===== src/rtl/pipelined_universal_shifter.sv =====
// Pipelined universal shifter: LSL/LSR/ASR/ROL/ROR with one registered mux level per
// shift-amount bit, an input register, a result register and a global valid/ready stall.
module pipelined_universal_shifter #(
  parameter  int unsigned WIDTH = 16,
  localparam int unsigned SHW   = $clog2(WIDTH) + 1
) (
  input  logic             clk,
  input  logic             rst,
  input  logic             in_valid,
  output logic             in_ready,
  input  logic [WIDTH-1:0] in_data,
  input  logic [SHW-1:0]   in_shift,
  input  logic [2:0]       in_mode,
  output logic             out_valid,
  input  logic             out_ready,
  output logic [WIDTH-1:0] out_data,
  output logic             out_zero,
  output logic             out_illegal
);

  localparam int unsigned LG = $clog2(WIDTH);
  localparam int unsigned NS = LG + 1;

  localparam logic [2:0] MODE_LSL = 3'd0;
  localparam logic [2:0] MODE_LSR = 3'd1;
  localparam logic [2:0] MODE_ASR = 3'd2;
  localparam logic [2:0] MODE_ROL = 3'd3;
  localparam logic [2:0] MODE_ROR = 3'd4;

  // Index 0 is the input register; index k+1 holds the value after the 2^k mux level.
  logic [NS-1:0]    vld_q,  vld_d;
  logic [NS-1:0]    sat_q,  sat_d;
  logic [NS-1:0]    sign_q, sign_d;
  logic [NS-1:0]    ill_q,  ill_d;
  logic [WIDTH-1:0] data_q [NS];
  logic [WIDTH-1:0] data_d [NS];
  logic [2:0]       mode_q [NS];
  logic [2:0]       mode_d [NS];
  logic [LG-1:0]    amt_q  [LG];
  logic [LG-1:0]    amt_d  [LG];

  logic             out_valid_q,   out_valid_d;
  logic [WIDTH-1:0] out_data_q,    out_data_d;
  logic             out_zero_q,    out_zero_d;
  logic             out_illegal_q, out_illegal_d;

  logic             adv_c;
  logic             in_ill_c;
  logic             in_rot_c;
  logic [WIDTH-1:0] res_c;

  function automatic logic [WIDTH-1:0] shift_by(input logic [WIDTH-1:0] d,
                                                input logic [2:0]       m,
                                                input int unsigned      sh);
    logic [WIDTH-1:0] r;
    r = d;
    case (m)
      MODE_LSL: r = d << sh;
      MODE_LSR: r = d >> sh;
      MODE_ASR: r = WIDTH'($signed(d) >>> sh);
      MODE_ROL: r = (d << sh) | (d >> (WIDTH - sh));
      MODE_ROR: r = (d >> sh) | (d << (WIDTH - sh));
      default:  r = d;
    endcase
    return r;
  endfunction

  assign adv_c    = !out_valid_q || out_ready;
  assign in_ready = adv_c;
  assign in_ill_c = in_mode > MODE_ROR;
  assign in_rot_c = (in_mode == MODE_ROL) || (in_mode == MODE_ROR);

  // Saturated logical shifts give zero, saturated ASR gives sign fill.
  always_comb begin
    res_c = data_q[LG];
    if (sat_q[LG]) begin
      res_c = (mode_q[LG] == MODE_ASR) ? {WIDTH{sign_q[LG]}} : '0;
    end
  end

  always_comb begin
    vld_d         = vld_q;
    sat_d         = sat_q;
    sign_d        = sign_q;
    ill_d         = ill_q;
    data_d        = data_q;
    mode_d        = mode_q;
    amt_d         = amt_q;
    out_valid_d   = out_valid_q;
    out_data_d    = out_data_q;
    out_zero_d    = out_zero_q;
    out_illegal_d = out_illegal_q;

    if (adv_c) begin
      vld_d[0]  = in_valid;
      data_d[0] = in_data;
      mode_d[0] = in_mode;
      ill_d[0]  = in_ill_c;
      sign_d[0] = in_data[WIDTH-1];
      sat_d[0]  = !in_ill_c && !in_rot_c && in_shift[LG];
      // Illegal modes travel with a zero amount so the stages pass the operand through.
      amt_d[0]  = in_ill_c ? '0 : in_shift[LG-1:0];

      for (int k = 0; k < int'(LG); k++) begin
        vld_d[k+1]  = vld_q[k];
        sat_d[k+1]  = sat_q[k];
        sign_d[k+1] = sign_q[k];
        ill_d[k+1]  = ill_q[k];
        mode_d[k+1] = mode_q[k];
        data_d[k+1] = amt_q[k][k] ? shift_by(data_q[k], mode_q[k], 32'd1 << k) : data_q[k];
        if (k + 1 < int'(LG)) begin
          amt_d[k+1] = amt_q[k];
        end
      end

      out_valid_d = vld_q[LG];
      if (vld_q[LG]) begin
        out_data_d    = res_c;
        out_zero_d    = (res_c == '0);
        out_illegal_d = ill_q[LG];
      end
    end
  end

  always_ff @(posedge clk) begin
    if (rst) begin
      vld_q         <= '0;
      sat_q         <= '0;
      sign_q        <= '0;
      ill_q         <= '0;
      for (int i = 0; i < int'(NS); i++) begin
        data_q[i] <= '0;
        mode_q[i] <= '0;
      end
      for (int i = 0; i < int'(LG); i++) begin
        amt_q[i] <= '0;
      end
      out_valid_q   <= 1'b0;
      out_data_q    <= '0;
      out_zero_q    <= 1'b0;
      out_illegal_q <= 1'b0;
    end else begin
      vld_q         <= vld_d;
      sat_q         <= sat_d;
      sign_q        <= sign_d;
      ill_q         <= ill_d;
      data_q        <= data_d;
      mode_q        <= mode_d;
      amt_q         <= amt_d;
      out_valid_q   <= out_valid_d;
      out_data_q    <= out_data_d;
      out_zero_q    <= out_zero_d;
      out_illegal_q <= out_illegal_d;
    end
  end

  assign out_valid   = out_valid_q;
  assign out_data    = out_data_q;
  assign out_zero    = out_zero_q;
  assign out_illegal = out_illegal_q;

endmodule

===== config.mk =====
export PLATFORM = sky130hd
export DESIGN_NAME = pipelined_universal_shifter
export DESIGN_NICKNAME = d
export VERILOG_FILES = /design/src/rtl/pipelined_universal_shifter.sv
export SDC_FILE = /design/constraint.sdc
export NUM_CORES = 1
export LEC_CHECK = 0
export CAP_MARGIN = 25
export CORE_ASPECT_RATIO = 0.7
export CORE_MARGIN = 2
export CORE_UTILIZATION = 35
export DETAILED_ROUTE_END_ITERATION = 12
export GPL_TIMING_DRIVEN = 0
export PLACE_DENSITY = 0.64
export SYNTH_ARGS = -nofsm -noshare
export SYNTH_HDL_FRONTEND = slang
export SYNTH_SLANG_ARGS = --single-unit

===== constraint.sdc =====
create_clock -name clk -period 1.8 [get_ports clk]
set_clock_uncertainty 0.1 [all_clocks]
set_input_delay 0.45 -clock clk [delete_from_list [all_inputs] [get_ports clk]]
set_output_delay 0.45 -clock clk [all_outputs]
set_load 0.03 [all_outputs]

# Word-level counts from Yosys, hierarchy flattened
# Cells that the tools add are included.
# word_totals
in_bits	28
reg_bits	150
wordCells	74
output_inout_bits	20
# classes
bitwise_logic	7
eq_ne	19
order_cmp	1
mux	11
reduce_logical	14
# ops
op	n
one-hot mux 16 bit (5 select lines)	3
two-way mux 16 bit	6
one-hot mux 16 bit (4 select lines)	1
equality test 3 x 2 -> 1 bit (second input constant)	10
logical NOT 16 bit	1
OR 12 x 16 -> 16 bit	1
OR 14 x 16 -> 16 bit	1
OR 15 x 16 -> 16 bit	1
OR 16 x 1 -> 16 bit	1
OR 16 x 2 -> 16 bit	1
OR 16 x 4 -> 16 bit	1
OR 8 x 16 -> 16 bit	1
equality test 3 bit (second input constant)	5
equality test 3 x 1 -> 1 bit (second input constant)	4
logical NOT 3 bit	4
two-way mux 4 bit	1
> comparator 3 bit (second input constant)	1
logical NOT 1 bit	3
logical AND 1 bit	2
logical OR 1 bit	2
AND reduction 2 bit	1
OR reduction 2 bit	1

# Logic depth before layout (Yosys ltp)
# Gate-level depths: netlist of run 1.
# logic_depth
word_depth	5
depth_mapped	7

# Least setup slack after synthesis of run 1
# Ideal clock, no wire load.
# synth_path
path_kind	register to output
startpoint	reg out_valid_q (netlist: out_valid)
endpoint	out in_ready
arrival_time_ns	1.263
path_slack_ns	-0.013
n_path_buf	3
path_stages_with_launch	6
path_cell_list	dfxtp_1 -> nor2b_1 -> buf_2 -> inv_2 -> buf_2 -> buf_2
# synth_via
elab_chain_cells	2
# synth_rtl
element	line_no	text
start: declaration	42	logic out_valid_q, out_valid_d;
start signal: assignment	150	out_valid_q <= out_valid_d;
logical NOT 1 bit	68	assign adv_c = !out_valid_q || out_ready;
logical OR 1 bit	68	
end: declaration	10	output logic in_ready,
# Every way passes these cells.

# Final worst setup path of run 1
# Ends and elaborated chain as after synthesis.

==> flow_summary.yaml, run 1 <==
status:
  status: "complete, but fails checks"
  violations: "setup timing"
floorplan:
  rows: 41
  core_area_mm2: 0.0183
  dieArea_mm2: 0.0200
  initial_utilization_pct: 36.2
  die_width_um: 168
  die_h_um: 119
  io_pins: 48
global_routing:
  grt_pass1_wl_um: 31100
  grt_max_degree: 17
  antenna_found_initial: 0
  grt_pass1_vias: 5735
  grt-ovfl-total: 0
  track_usage_pct: 19.7
clock_tree:
  cts_buffer_depth: 2
  path_clk_slew_ns: 0.07
  clock_sinks: 143
  cts_root_buf: "clkbuf_16"
  h-tree-depth: 4
  clock_latency_ns: 0.43
  cts_tree: "yes"
  cts_buffers: 17
logic_synthesis:
  ys_types: 53
  async_flop_share_pct: 0
  ys_seq_area_share_pct: 43.3
  ys_ff_latch: 143
  synth.avg_cell_area_um2: 7.98
  postSynthNetCount: 856
  synth_top_flop_cell: "dfxtp_1"
  ys_warn_count: 0
  synth_area_mm2: 0.00661
  synth_edf_count: 0
  synth_cells: 828
finish:
  layout.cells.most_common: "nand2_1"
  fin_util_pct: 44.6
  antenna_cells: 0
  drive_gt1_share_pct: 12.4
  fillers: 1854
  syn_to_final_growth_pct: 23.2
  final_cell_mix: "nand2_1, dfxtp_1, o21ai_0"
  nets: 926
worst_hold_path:
  hold_end: "sat_q[3]"
  hp-start: "sat_q[3]"
  hp-class: "reg2reg"
  holdPathStages: 2
place:
  portBuffers: 47
  place_congestion: 0.920
  dpl.hpwl_um: 14000
worst_setup_path:
  arrival_ns: 1.41
  regToRegSetupSlack_ns: 0.05
  critPathCaptureType: "output port"
  crit_path_max_fanout: 3
  reg2reg_depth: 7
  critical_path_class: "reg2out"
  rr_endpoint: "data_q[58]"
  crit-reg2reg-launch: "out_valid"
  startpoint_type: "flip-flop"
  cp.required_ns: 1.25
routing:
  vias_per_cell: 5.46
  first_pass_iters: 5
  routedWlPerCell_um: 17.0
  drc: 0
  ant_nets: 0
  drt_wl_total_um: 19500
  drt-initial-drc-count: 655
  vias: 6258
power_and_ir_drop:
  ir_drop_v: 0.000463
  powerDensity_mw_per_mm2: 928
  p_leak_uw: 0.00304
run:
  drv_cap: 0
sta:
  finalCritPeriodShare_pct: 109
  relSlewSlack_pct: 59.3
  timing.final.hold_violations: 0
  final_max_slew_viol_count: 0
  finalSetupTns_ns: -0.163
  rsz0062_at_grt: "yes"
  fmax_mhz: 510
  tightest_slew_ns: 0.610
  fin_crit_ns: 1.96
  setup_ws_ns: -0.163
  finalSetupViolCount: 1
cells by family after synthesis:
logic type,share of synthesized area [%]
compound gates,24.3
xor+xnor,0.777
buf+inv,5.19
flops,43.3
mux,2.80
simple gates,23.6
synth_stat cells, types with 3 or more instances:
master | count | share of area, %
and2_1 | 7 | 0.66
o2111a_1 | 3 | 0.51
o221ai_1 | 16 | 2.1
o22a_1 | 10 | 1.3
nor2_1 | 57 | 3.2
a211oi_1 | 23 | 2.6
and3_1 | 14 | 1.3
clkbuf_1 | 36 | 2.0
nor3_1 | 17 | 1.3
nand2b_1 | 24 | 2.3
a311oi_1 | 8 | 1.1
o21ai_1 | 9 | 0.68
buf_2 | 23 | 1.7
dfxtp_1 | 143 | 43
o32ai_1 | 5 | 0.66
a21oi_1 | 62 | 4.7
nor2b_1 | 6 | 0.57
nand2_1 | 174 | 9.9
a22oi_1 | 10 | 1.1
nor4_1 | 3 | 0.28
buf_1 | 4 | 0.23
o22ai_1 | 7 | 0.66
nand3b_1 | 15 | 1.7
o31a_1 | 8 | 1.1
a32o_1 | 10 | 1.5
mux2i_1 | 14 | 2.1
o21ai_2 | 3 | 0.40
o21ai_0 | 66 | 5.0
mux2_2 | 4 | 0.68
nand3_1 | 13 | 0.98
inv_1 | 3 | 0.17
power by group:
part | switching (uW) | internal [uW] | total [uW]
clock network | 1530 | 1960 | 3490
registers | 158 | 3290 | 3450
logic | 324 | 286 | 610
worst max-delay path by stage:
stage	cells after the start	startpoint	end	slack (ns)
5_1_grt	6	out_valid	in_ready	-0.20
4_1_cts	6	out_valid	in_ready	-0.21
3_3_place_gp	7	out_ready	in_ready	-1.42
2_1_floorplan	5	out_valid	in_ready	0.05
6_report	6	out_valid	in_ready	-0.16
3_5_place_dp	7	out_ready	in_ready	-1.41
critical path: stages, from the launching register on:
cell	delay [ns]
dfxtp_2	0.32
nor2b_4	0.13
buf_6	0.12
inv_8	0.04
buf_12	0.12
buf_8	0.12
buf_6	0.13
registers in the layout, indices dropped and copies added (netlist names):
register     flops
data_q          79
out_zero         1
sat_q            5
sign_q           5
amt_q           10
mode_q          15
out_illegal      1
out_valid        1
vld_q            5
ill_q            5
out_data        16
per-stage QoR:
| step | hold WS [ns] | cells | setup slack (ns) | power [uW] | area (um2) |
|---|---|---|---|---|---|
| 2_1_floorplan | 0.327 | 828 | 0.0483 | 3860 | 6610 |
| 3_3_place_gp | 0.340 | 1111 | -1.42 | 4090 | 7370 |
| 3_5_place_dp | 0.346 | 1111 | -1.41 | 4100 | 7370 |
| 4_1_cts | 0.356 | 1148 | -0.211 | 7570 | 8050 |
| 5_1_grt | 0.378 | 1147 | -0.203 | 7790 | 8140 |
| 6_report | 0.354 | 1147 | -0.163 | 7550 | 8140 |
timing repair:
action	4_1_cts	5_1_grt
setup buffers	5	3
hold buffers	0	0
pin swaps	0	2
hold endpoints to repair	0	0
gates resized for setup	58	41
endpoints found under the setup margin	159	127
layer usage:
metal	vias to the layer above	global-route usage [%]	routed length [um]
li1	3084	-	-
met1	2900	30.0	9960
met2	258	27.1	7680
met3	16	4.99	1700
met4	0	5.01	170
met5	-	0	0
final cells by class:
| cell class | instances | area [um2] | share of cell area (%) |
|---|---|---|---|
| multi-input combinational | 611 | 3470 | 42.6 |
| sequential | 143 | 2870 | 35.2 |
| tap | 236 | 295 | 3.63 |
| clock inverter | 14 | 154 | 1.89 |
| inverter | 4 | 22.5 | 0.277 |
| clock buffer | 18 | 429 | 5.27 |
| buffer | 66 | 399 | 4.90 |
| timing repair buffer | 55 | 507 | 6.23 |
No activity file was read; power rests on OpenSTA's default activity.
==> inputs of run 2 (changes only) <==
- CTS_CLUSTER_SIZE: unset -> 12
- SETUP_SLACK_MARGIN: unset -> 0.5
==> flow_summary.yaml, run 2 (synthesis results as in run 1) <==
status:
  status: "complete, but fails checks"
  violations: "setup timing"
clock_tree:
  clock_latency_ns: 0.43
  postCtsHoldBufs: 0
  path_clk_slew_ns: 0.07
  cts_root_buf: "clkbuf_16"
  h-tree-depth: 4
  cts_tree: "yes"
  cts_buffers: 17
  clock_sinks: 143
  cts_buffer_depth: 2
place:
  place_congestion: 0.939
  dpl.hpwl_um: 14400
  place_ws_ns: -1.01
  portBuffers: 47
worst_setup_path:
  crit_slowest_cell: "dfxtp_4"
  critPathCaptureType: "output port"
  critPathTopFamily: "buffers and inverters"
  reg2reg_depth: 10
  crit_cells: 6
  startpoint_type: "flip-flop"
  arrival_ns: 1.42
  crit_end: "in_ready"
  critical_path_class: "reg2out"
  worstPathCellList: "nor2b_4 -> buf_6 -> inv_8 -> buf_8 -> buf_8 -> buf_6"
  rr_endpoint: "amt_q[12]"
  startpoint: "out_valid"
  worst-path-buf-inv: 5
  regToRegSetupSlack_ns: -0.02
  cp.required_ns: 1.25
  critPathMaxStageDelay_ns: 0.34
  crit_path_max_fanout: 2
  crit-reg2reg-launch: "out_valid"
routing:
  routedWlPerCell_um: 20.1
  drt-initial-drc-count: 700
  drt_wl_total_um: 24500
  ant_nets: 0
  first_pass_iters: 6
  drc: 0
  vias: 7017
  vias_per_cell: 5.76
finish:
  antenna_cells: 0
  layout.cells.most_common: "dfxtp_1"
  drive_gt1_share_pct: 42.0
  fillers: 1499
  largest_reg_flops: 79
  final_cell_mix: "dfxtp_1, nand2_1, buf_6"
  regMostFlops: "data_q"
  nets: 998
  syn_to_final_growth_pct: 59.0
sta:
  setup_ws_ns: -0.170
  fin_crit_ns: 1.97
  rsz0062_at_grt: "yes"
  finalSetupViolCount: 11
  timing.final.hold_violations: 0
  finalCritPeriodShare_pct: 109
  final_max_slew_viol_count: 0
  fmax_mhz: 507
  relSlewSlack_pct: 55.8
  tightest_slew_ns: 0.663
  holdWs_ns: 0.353
floorplan:
  io_pins: 48
  die_h_um: 119
  initial_utilization_pct: 36.2
  rows: 41
  die_width_um: 168
  dieArea_mm2: 0.0200
  core_area_mm2: 0.0183
global_routing:
  antenna_found_initial: 0
  track_usage_pct: 22.4
  grt_pass1_vias: 6448
  grt_max_degree: 17
  grt-ovfl-total: 0
  grt_pass1_wl_um: 35300
power_and_ir_drop:
  p_leak_uw: 0.00422
  ir_drop_v: 0.000577
  powerDensity_mw_per_mm2: 756
worst_hold_path:
  hp-class: "reg2reg"
  hp-start: "sat_q[3]"
run:
  drv_cap: 0
run 2: cell count changes in the layout (fill, tap and decap cells not counted), sizes merged:
| cell | change |
|---|---|
| dlygate4sd2 | -17 |
| clkbuf | +3 |
| clkdlybuf4s50 | -1 |
| clkdlybuf4s15 | +1 |
| clkinv | -2 |
| inv | +1 |
| clkinvlp | +1 |
| buf | +86 |
run 2: report_power, final:
group / total, uW / internal (uW) / switching [uW]
Combinational: 875 / 437 / 438
Clock: 3570 / 1990 / 1580
Sequential: 3490 / 3290 / 202
run 2: worst min-delay path by stage:
stage           endpoint  slack, ns  cells after the start
2_1_floorplan  sign_q[4]       0.33                      2
3_3_place_gp    ill_q[2]       0.34                      2
3_5_place_dp    sat_q[1]       0.34                      2
4_1_cts         sat_q[1]       0.35                      2
5_1_grt         sat_q[1]       0.36                      2
6_report        sat_q[3]       0.35                      2
run 2: final cells by class:
class	instances	area, um2	area share (%)
multi-input cells	611	4450	42.4
flip-flops and latches	143	2900	27.6
repair buffers	123	1490	14.2
plain buffers	70	749	7.14
clock buffers	18	439	4.18
well taps	236	295	2.81
clock inverters	14	150	1.43
inverters	4	22.5	0.214
run 2: per-layer routing:
metal / vias to the layer above / global-route usage [%] / share of wire [%]
met2: 400 / 32.1 / 43
met3: 49 / 5.42 / 10
li1: 3250 / - / -
met5: - / 0 / 0
met1: 3318 / 32.7 / 45
met4: 0 / 7.54 / 2.1
run 2: through the flow:
step	utilization, %	total power, uW	setup TNS [ns]	std cells	area (um2)
after global routing	57.5	8150	-1.21	1219	10500
after detailed placement	41.3	4120	-77.30	1111	7550
after global placement	41.3	4120	-71.68	1111	7550
final	57.5	7940	-0.288	1219	10500
after floorplan	-	3880	0	828	6780
after CTS	51.4	7770	-0.164	1183	9390
run 2: repair_timing:
| action | in CTS | in global routing |
|---|---|---|
| resized for setup | 400 | 183 |
| pin swaps | 65 | 45 |
| endpoints found under the setup margin | 163 | 163 |
| gates cloned | 12 | 10 |
| endpoints found under the hold margin | 0 | 0 |
| setup buffers | 28 | 26 |
run 2: worst min-delay path: stages, from the launching register on:
cell and delay [ns]:
dfxtp_1 0.32, nand2_2 0.06, a21oi_2 0.04
